--- config.mk ---
export PLATFORM = sky130hd
export DESIGN_NAME = stream_pattern_gen_flat
export DESIGN_NICKNAME = d
export VERILOG_FILES = /design/src/rtl/stream_pattern_gen_if.sv /design/src/rtl/stream_pattern_gen.sv /design/src/flat_wrapper.sv
export SDC_FILE = /design/constraint.sdc
export NUM_CORES = 1
export LEC_CHECK = 0
export BUFFER_PORTS_ARGS = -buffer_cell sky130_fd_sc_hd__buf_2
export CORE_MARGIN = 8
export CORE_UTILIZATION = 45
export CTS_CLUSTER_DIAMETER = 150
export DETAILED_ROUTE_END_ITERATION = 12
export GPL_TIMING_DRIVEN = 0
export PLACE_DENSITY_LB_ADDON = 0.12
export SKIP_LAST_GASP = 1
export SLEW_MARGIN = 10
export SYNTH_ARGS = -nofsm -noshare
export SYNTH_HDL_FRONTEND = slang
export SYNTH_SLANG_ARGS = --single-unit
--- constraint.sdc ---
create_clock -name clk -period 3 [get_ports clk]
set_clock_uncertainty 0.05 [all_clocks]
set_input_delay 0.6 -clock clk [delete_from_list [all_inputs] [get_ports clk]]
set_output_delay 0.6 -clock clk [all_outputs]
set_load 0.005 [all_outputs]
--- src/rtl/stream_pattern_gen_if.sv ---
// Valid/ready word stream carrying generated test data from the pattern source to its consumer.
interface stream_pattern_gen_if #(
  parameter int unsigned DATA_W = 32
) ();
  logic [DATA_W-1:0] data;
  logic              valid;
  logic              ready;

  modport master (output data, output valid, input ready);
  modport slave  (input data, input valid, output ready);
endinterface

--- src/rtl/stream_pattern_gen.sv ---
// Rate-programmable test word source (incr / LFSR / walking-ones / constant) with burst and
// overrun accounting. Optional signature output enabled by STREAM_PATTERN_CHECKSUM_EN.
module stream_pattern_gen #(
  parameter int unsigned DATA_W    = 32,
  parameter int unsigned DIV_W     = 8,
  parameter int unsigned BURST_W   = 16,
  parameter int unsigned OVR_W     = 16,
  parameter logic [31:0] LFSR_TAPS = 32'h80200003
) (
  input  logic                 clk,
  input  logic                 n_rst,
  input  logic                 enable,
  input  logic                 start,
  input  logic                 stop,
  input  logic [1:0]           mode,
  input  logic [DATA_W-1:0]    seed,
  input  logic [DIV_W-1:0]     period,
  input  logic [BURST_W-1:0]   burst_len,
  stream_pattern_gen_if.master strm,
  output logic                 busy,
  output logic                 done,
  output logic [BURST_W-1:0]   beat_cnt,
`ifdef STREAM_PATTERN_CHECKSUM_EN
  output logic [DATA_W-1:0]    checksum,
`endif
  output logic [OVR_W-1:0]     overrun_cnt
);

  localparam logic [DATA_W-1:0] Taps = DATA_W'(LFSR_TAPS);

  typedef enum logic [1:0] {StIdle, StRun, StDone} state_e;

  state_e             state_q, state_d;
  logic [1:0]         mode_q, mode_d;
  logic [DIV_W-1:0]   period_q, period_d;
  logic [BURST_W-1:0] blen_q, blen_d;
  logic [DIV_W-1:0]   timer_q, timer_d;
  logic [DATA_W-1:0]  data_q, data_d;
  logic               valid_q, valid_d;
  logic               busy_q, busy_d;
  logic               done_q, done_d;
  logic [BURST_W-1:0] beat_q, beat_d;
  logic [OVR_W-1:0]   ovr_q, ovr_d;

  logic accept, fire, launch, take;

  function automatic logic [DATA_W-1:0] next_word(input logic [1:0] m,
                                                  input logic [DATA_W-1:0] w);
    logic [DATA_W-1:0] n;
    n = w;
    unique case (m)
      2'd0: n = w + DATA_W'(1);
      2'd1: n = {w[DATA_W-2:0], ^(w & Taps)};
      2'd2: n = {w[DATA_W-2:0], w[DATA_W-1]};
      2'd3: n = w;
      default: n = w;
    endcase
    return n;
  endfunction

  function automatic logic [DATA_W-1:0] first_word(input logic [1:0] m,
                                                   input logic [DATA_W-1:0] s);
    logic [DATA_W-1:0] f;
    f = s;
    if (m == 2'd2 || (m == 2'd1 && s == '0)) begin
      f = DATA_W'(1);
    end
    return f;
  endfunction

  assign accept = valid_q && strm.ready;
  assign fire   = (state_q == StRun) && enable && (timer_q == period_q);
  assign launch = (state_q == StIdle) && start && !stop;
  assign take   = (state_q == StRun) && !stop && accept;

  always_comb begin
    state_d  = state_q;
    mode_d   = mode_q;
    period_d = period_q;
    blen_d   = blen_q;
    timer_d  = timer_q;
    data_d   = data_q;
    valid_d  = valid_q;
    beat_d   = beat_q;
    ovr_d    = ovr_q;

    unique case (state_q)
      StIdle: begin
        if (launch) begin
          state_d  = StRun;
          mode_d   = mode;
          period_d = period;
          blen_d   = burst_len;
          timer_d  = '0;
          beat_d   = '0;
          ovr_d    = '0;
          valid_d  = 1'b0;
          data_d   = first_word(mode, seed);
        end
      end
      StRun: begin
        if (stop) begin
          state_d = StIdle;
          valid_d = 1'b0;
        end else begin
          if (enable) begin
            timer_d = fire ? '0 : timer_q + DIV_W'(1);
          end
          if (take) begin
            data_d = next_word(mode_q, data_q);
            beat_d = beat_q + BURST_W'(1);
            // The final beat of a burst ends the run even if a new slot fires alongside it.
            if (blen_q != '0 && beat_d == blen_q) begin
              state_d = StDone;
              valid_d = 1'b0;
            end else begin
              valid_d = fire;
            end
          end else if (fire) begin
            if (!valid_q) begin
              valid_d = 1'b1;
            end else if (ovr_q != '1) begin
              ovr_d = ovr_q + OVR_W'(1);
            end
          end
        end
      end
      StDone: begin
        state_d = StIdle;
        valid_d = 1'b0;
      end
      default: begin
        state_d = StIdle;
        valid_d = 1'b0;
      end
    endcase

    busy_d = (state_d == StRun);
    done_d = (state_d == StDone);
  end

  always_ff @(posedge clk or negedge n_rst) begin
    if (!n_rst) begin
      state_q  <= StIdle;
      mode_q   <= 2'd0;
      period_q <= '0;
      blen_q   <= '0;
      timer_q  <= '0;
      data_q   <= '0;
      valid_q  <= 1'b0;
      busy_q   <= 1'b0;
      done_q   <= 1'b0;
      beat_q   <= '0;
      ovr_q    <= '0;
    end else begin
      state_q  <= state_d;
      mode_q   <= mode_d;
      period_q <= period_d;
      blen_q   <= blen_d;
      timer_q  <= timer_d;
      data_q   <= data_d;
      valid_q  <= valid_d;
      busy_q   <= busy_d;
      done_q   <= done_d;
      beat_q   <= beat_d;
      ovr_q    <= ovr_d;
    end
  end

  assign strm.data   = data_q;
  assign strm.valid  = valid_q;
  assign busy        = busy_q;
  assign done        = done_q;
  assign beat_cnt    = beat_q;
  assign overrun_cnt = ovr_q;

`ifdef STREAM_PATTERN_CHECKSUM_EN
  logic [DATA_W-1:0] checksum_q, checksum_d;

  always_comb begin
    checksum_d = checksum_q;
    if (launch) begin
      checksum_d = '0;
    end else if (take) begin
      checksum_d = checksum_q ^ data_q;
    end
  end

  always_ff @(posedge clk or negedge n_rst) begin
    if (!n_rst) begin
      checksum_q <= '0;
    end else begin
      checksum_q <= checksum_d;
    end
  end

  assign checksum = checksum_q;
`else
  // No signature register in the default build.
`endif

endmodule

--- src/flat_wrapper.sv ---
// flat-port wrapper written by rule: the top's interface ports become plain ports
module stream_pattern_gen_flat 
#(
  parameter int unsigned DATA_W    = 32,
  parameter int unsigned DIV_W     = 8,
  parameter int unsigned BURST_W   = 16,
  parameter int unsigned OVR_W     = 16,
  parameter logic [31:0] LFSR_TAPS = 32'h80200003
)
  (clk, n_rst, enable, start, stop, mode, seed, period, burst_len, busy, done, beat_cnt, overrun_cnt, strm_data, strm_valid, strm_ready);
  stream_pattern_gen_if #(.DATA_W(DATA_W)) strm_i ();
  input  logic clk;
  input  logic n_rst;
  input  logic enable;
  input  logic start;
  input  logic stop;
  input  logic [1:0] mode;
  input  logic [DATA_W-1:0] seed;
  input  logic [DIV_W-1:0] period;
  input  logic [BURST_W-1:0] burst_len;
  output logic busy;
  output logic done;
  output logic [BURST_W-1:0] beat_cnt;
  output logic [OVR_W-1:0] overrun_cnt;
  output wire logic [$bits(strm_i.data)-1:0] strm_data;
  output wire logic [$bits(strm_i.valid)-1:0] strm_valid;
  input wire logic [$bits(strm_i.ready)-1:0] strm_ready;
  assign strm_data = strm_i.data;
  assign strm_valid = strm_i.valid;
  assign strm_i.ready = strm_ready;
  stream_pattern_gen #(.DATA_W(DATA_W), .DIV_W(DIV_W), .BURST_W(BURST_W), .OVR_W(OVR_W), .LFSR_TAPS(LFSR_TAPS)) u_core (.clk(clk), .n_rst(n_rst), .enable(enable), .start(start), .stop(stop), .mode(mode), .seed(seed), .period(period), .burst_len(burst_len), .strm(strm_i), .busy(busy), .done(done), .beat_cnt(beat_cnt), .overrun_cnt(overrun_cnt));
endmodule
### Yosys cells after proc, flatten, opt, wreduce, memory -nomap -nowiden

Cells that the tools add are included.

* add/sub/neg operators: 4
* $mul: 0
* divide/modulo/power cells: 0
* $lt $le $gt $ge: 0
* equal/unequal tests: 21
* shift operators: 0
* multiplexer cells: 32
* bitwise logic cells: 0
* reduce and logical (&&, ||, !) cells: 23

Operators by type and width (number)
* 16-bit two-way mux: 8
* 32-bit two-way mux: 4
* 32-bit case mux with 3 select lines: 1
* 16-bit case mux with 2 select lines: 2
* 32-bit case mux with 2 select lines: 1
* 16-bit by 1-bit adder with 16-bit output, second input constant: 2
* 32-bit by 1-bit adder with 32-bit output, second input constant: 1
* 32-bit logical NOT: 1
* 8-bit two-way mux: 4
* 32-bit parity: 1
* 16-bit equality test: 1
* 16-bit != test, second input constant: 1
* 8-bit case mux with 2 select lines: 1
* 16-bit nonzero test: 1
* 2-bit != test, second input constant: 5
* 1-bit logical AND: 9
* 8-bit by 1-bit adder with 8-bit output, second input constant: 1
* 2-bit by 1-bit equality test with 1-bit output, second input constant: 4
* 2-bit equality test, second input constant: 4
* 8-bit equality test: 1
* 2-bit two-way mux: 4
* 2-bit by 1-bit != test with 1-bit output, second input constant: 4
* 4-bit AND reduction: 2
* 7-bit AND reduction: 1
* 10 further kinds: 16

* register bits: 103
* latch bits: 0
* RAM bits: 0
* ROM bits: 0
* input port bits: 64
* output and inout port bits: 67
* word-level logic and storage cells: 91
* memories kept: 0

### Logic depth before layout (Yosys ltp)

* depth after elaboration: 8
* gate-level depth with buffers: 9

### Worst setup path after synthesis

OpenSTA, ideal clock, no wires.

* path type: input port to flip-flop
* start point: in seed[17]
* end point: reg u_core.data_q[10], in the netlist u_core.strm.data[10]
* arrival time: 2.266 ns
* required time: 2.824 ns
* path slack: 0.558 ns
* cell stages on the path: 8
* path buffers: 2
* path through: nor4_1 nand3_1 or3_1 and2_1 clkbuf_1 clkbuf_1 a221oi_1 nor2_1

* word-level cells in the longest chain between the ends: 6

Ends and longest elaborated chain
* from (decl): RTL line flat_wrapper.sv:18 `input logic [DATA_W-1:0] seed;`
* 32-bit logical NOT: RTL line stream_pattern_gen.sv:65 `if (m == 2'd2 || (m == 2'd1 && s == '0)) begin`
* 1-bit logical AND: RTL line stream_pattern_gen.sv:65
* 1-bit logical OR: RTL line stream_pattern_gen.sv:65
* 32-bit two-way mux: RTL line stream_pattern_gen.sv:65
* 32-bit two-way mux: RTL line stream_pattern_gen.sv:89 `if (launch) begin`
* 32-bit case mux with 2 select lines: RTL line stream_pattern_gen.sv:87 `unique case (state_q)`
* to (signal assigned): RTL line stream_pattern_gen.sv:161 `data_q <= data_d;`
* to (decl): RTL line stream_pattern_gen.sv:38 `logic [DATA_W-1:0] data_q, data_d;`

Every way passes these cells. The select of a mux whose other input is x is not followed.
A chain may end at the register's enable or synchronous reset.

### Final worst setup path

* start point: reg u_core.state_q[0]
* end point: reg u_core.data_q[22], in the netlist u_core.strm.data[22]

* word-level cells in the longest chain between the ends: 5
* elaborated cells between the ends (all ways): 13
* classes of those cells: eq/ne (5); mux (1); reduce/logical (7)

Ends and longest elaborated chain
* from (decl): RTL line stream_pattern_gen.sv:33 `state_e state_q, state_d;`
* from (signal assigned): RTL line stream_pattern_gen.sv:144 `state_q <= StIdle;`
* from (signal assigned): RTL line stream_pattern_gen.sv:156 `state_q <= state_d;`
* 2-bit by 1-bit equality test with 1-bit output or 2-bit logical NOT (tied branches): RTL line stream_pattern_gen.sv:74, stream_pattern_gen.sv:87, stream_pattern_gen.sv:73
* 1-bit logical AND (on tied branches) (2 in a row): RTL line stream_pattern_gen.sv:74, stream_pattern_gen.sv:73
* 2-bit by 1-bit != test with 1-bit output (no line)
* 5-bit AND reduction (no line)

Parallel ways exist; a longest one is shown, timed or not.

==> out/qor.csv <==
metric,value,unit
status,"finished, final reports clean",
layout-drive-gt1-share,19.1,%
syn_avg_cell_area,8.32,um2
grt_pass1_wl,33900,um
max_clock_freq,343,MHz
timing.slew.headroom,40.0,%
worstSetupPathType,flop to flop,
setup_viol,0,
numCtsBuffers,9,
clk_path_buf_depth,2,
yosysUniqueCellTypes,68,
place_congestion,0.909,
drtPass1Iterations,5,
hold_viol_final,0,
dp_hpwl,15700,um
die_h,135,um
maxCapViolCount,0,
cts.reportedPaths.clkPinSlew,80,ps
synth_top_cells_by_area,"dfrtp_1 (40%), nand2_1 (7.6%), xnor2_1 (5.6%)",
die_width,135,um
antenna_found_initial,1,
syn-cell-area,6390,um2
synthesis.instances,768,
pin_count,131,
rsz0062_at_grt,false,
crit_path_end_kind,flop,
area.growth.synth_to_final,19.8,%
synth_flop_cell,dfrtp_1,
num_vias,6609,
grt_pass1_vias,6557,
drt_first_iter_violations,770,
core,13900,um2
h-tree-depth,3,
grt_use_total,23.1,%
vdd_drop_max,0.000319,V
hold_ws,137,ps
worstPathArrival,3080,ps
clkLatencyLatePin,360,ps
wl_per_cell,19.5,um
yosysSeqAreaShare,40.4,%
worst_pin_slew,894,ps
grt-ovfl-total,0,
die_area,18300,um2
hold_class,input port to asynchronous set/reset pin,
fin_util,55.1,%
ant_nets,0,
clock-sinks,103,
cts_tree,done,
fin_crit_sh,97.2,%
cp_max_fo,10,
synth_warnings,0,
ys_seq_elements,103,
yosys.area.top_type,dfrtp_1,
startpoint_type,flop,
p_leak,3.43,nW
synthArstFlopShare,100,%
synth_edf_count,0,
synth_nets,839,
report.final.slew_viol_count,0,
placementRows,43,
final_nets,980,
grt_max_degree,57,
port_buffers,129,
required,3160,ps
yosysTopAreaCellShare,40.4,%
start_util,46.0,%
drt-total-wl,21400,um
vias_per_cell,6.04,
layout_min_cycle_time,2920,ps
route.detailed.drc,0,
cts_root_buf,clkbuf_16,
power_density,625,nW/um2
==> per-layer routing <==
layer	vias to the layer above	wire length (um)	track usage, %	share of wire (%)
met4	0	552	9.13	2.6
met2	292	10200	38.2	48
li1	3080	-	-	-
met1	3199	9190	29.1	43
met3	38	1440	4.60	6.7
met5	-	0	0	0
==> cells in the mapped netlist, drive strengths merged, types with 2 or more instances <==
cell type,number
mux2,3
nand2,130
buf,5
or4,4
and2,9
and4,4
o21ai,70
a31o,2
nand4,33
or3,4
xor2,15
nor3,12
a41oi,2
o31ai,14
a21oi,30
o2bb2ai,6
a222oi,3
clkbuf,43
nor2,70
a31oi,7
or2,2
nand2b,2
inv,19
a32o,2
xnor2,41
o41ai,6
o311a,2
a22oi,4
nand3,26
nor4,20
nor2b,3
and3,13
mux2i,2
a22o,3
ha,7
a21o,5
a32oi,3
a221oi,18
dfrtp,103
o22ai,5
==> where the power goes <==
part	switching, mW	internal, mW
clock	0.605	0.754
combinational	0.860	0.621
sequential	0.330	1.61
==> critical path, stage by stage, from the launching register on <==
cell and delay (ps):
dfrtp_1 450, and3_1 210, o21ai_1 690, a21o_1 180
clkbuf_1 480, clkbuf_1 530, o21ai_0 180
==> timing repair <==
action                                  in CTS  in global routing
setup buffers                                0                  0
resized for setup                            1                  5
hold buffers                                 0                  0
endpoints found under the setup margin      10                 17
==> registers in the layout, summed over array words and instances, names as in the netlist <==
signal / cells
u_core.strm.data: 32
u_core.beat_cnt: 16
u_core.blen_q: 16
u_core.overrun_cnt: 16
u_core.period_q: 8
u_core.timer_q: 8
u_core.mode_q: 2
u_core.state_q: 2
u_core.busy: 1
u_core.done: 1
u_core.strm.valid: 1
==> cell usage in the layout (no fill, tap or decap), drive strengths merged, types with 14 or more instances in the layout <==
master / count
buf: 135
nand2: 130
dfrtp: 103
nor2: 70
o21ai: 70
clkbuf: 52
xnor2: 41
nand4: 33
a21oi: 30
nand3: 26
inv: 23
nor4: 20
a221oi: 18
xor2: 15
o31ai: 14
==> path summary, 6_finish.rpt <==
check                                         from               endpoint  cells after the start  slack, ps
worst min-delay path                         n_rst  u_core.overrun_cnt[0]                      1        140
min in group clk                     burst_len[15]      u_core.blen_q[15]                      3        390
worst min register to register  u_core.period_q[3]     u_core.period_q[3]                      2        460
worst max register to register   u_core.state_q[0]   u_core.strm.data[22]                      6         80
max in group asynchronous                    n_rst    u_core.beat_cnt[10]                      2       2100
worst max-delay path             u_core.state_q[0]   u_core.strm.data[22]                      6         80
==> logic make-up (layout without fill, tap and decap cells) <==
kind of cell               Yosys count  count (layout)  synth area share, %
and+or+nand+nor                    339             339                 25.7
AOI/OAI and AO/OA                  191             191                 19.6
DFF                                103             103                 40.4
buffers and inverters               67             213                 4.37
xor gates and xnor gates            56              56                 7.68
adders and majority gates            7               7                 1.37
muxes                                5               5                0.901
other                                0               1                    0
==> final cells by class <==
cell class                 instances  area (um2)
inverter                          19        71.3
buffer                            48         209
clock buffer                       9         225
sequential                       103        2580
fill                            1342        6230
clock inverter                     7         110
timing repair buffer             130         679
tap                              180         225
antenna                            1        2.50
multi-input combinational        598        3550
==> through the flow <==
stage / cell area [um2] / setup TNS (ps) / setup slack [ps] / total power, mW / std cells
finish: 7650 / 0 / 82.7 / 4.78 / 1095
detailed placement: 7290 / -1600 / -244 / 3.42 / 1078
floorplan: 6390 / 0 / 558 / 2.82 / 768
CTS: 7630 / 0 / 78.5 / 4.77 / 1094
global route: 7650 / 0 / 5.02 / 5.05 / 1095
global placement: 7260 / -1810 / -260 / 3.38 / 1077
Note: power is estimated with default switching activity, not from simulation.
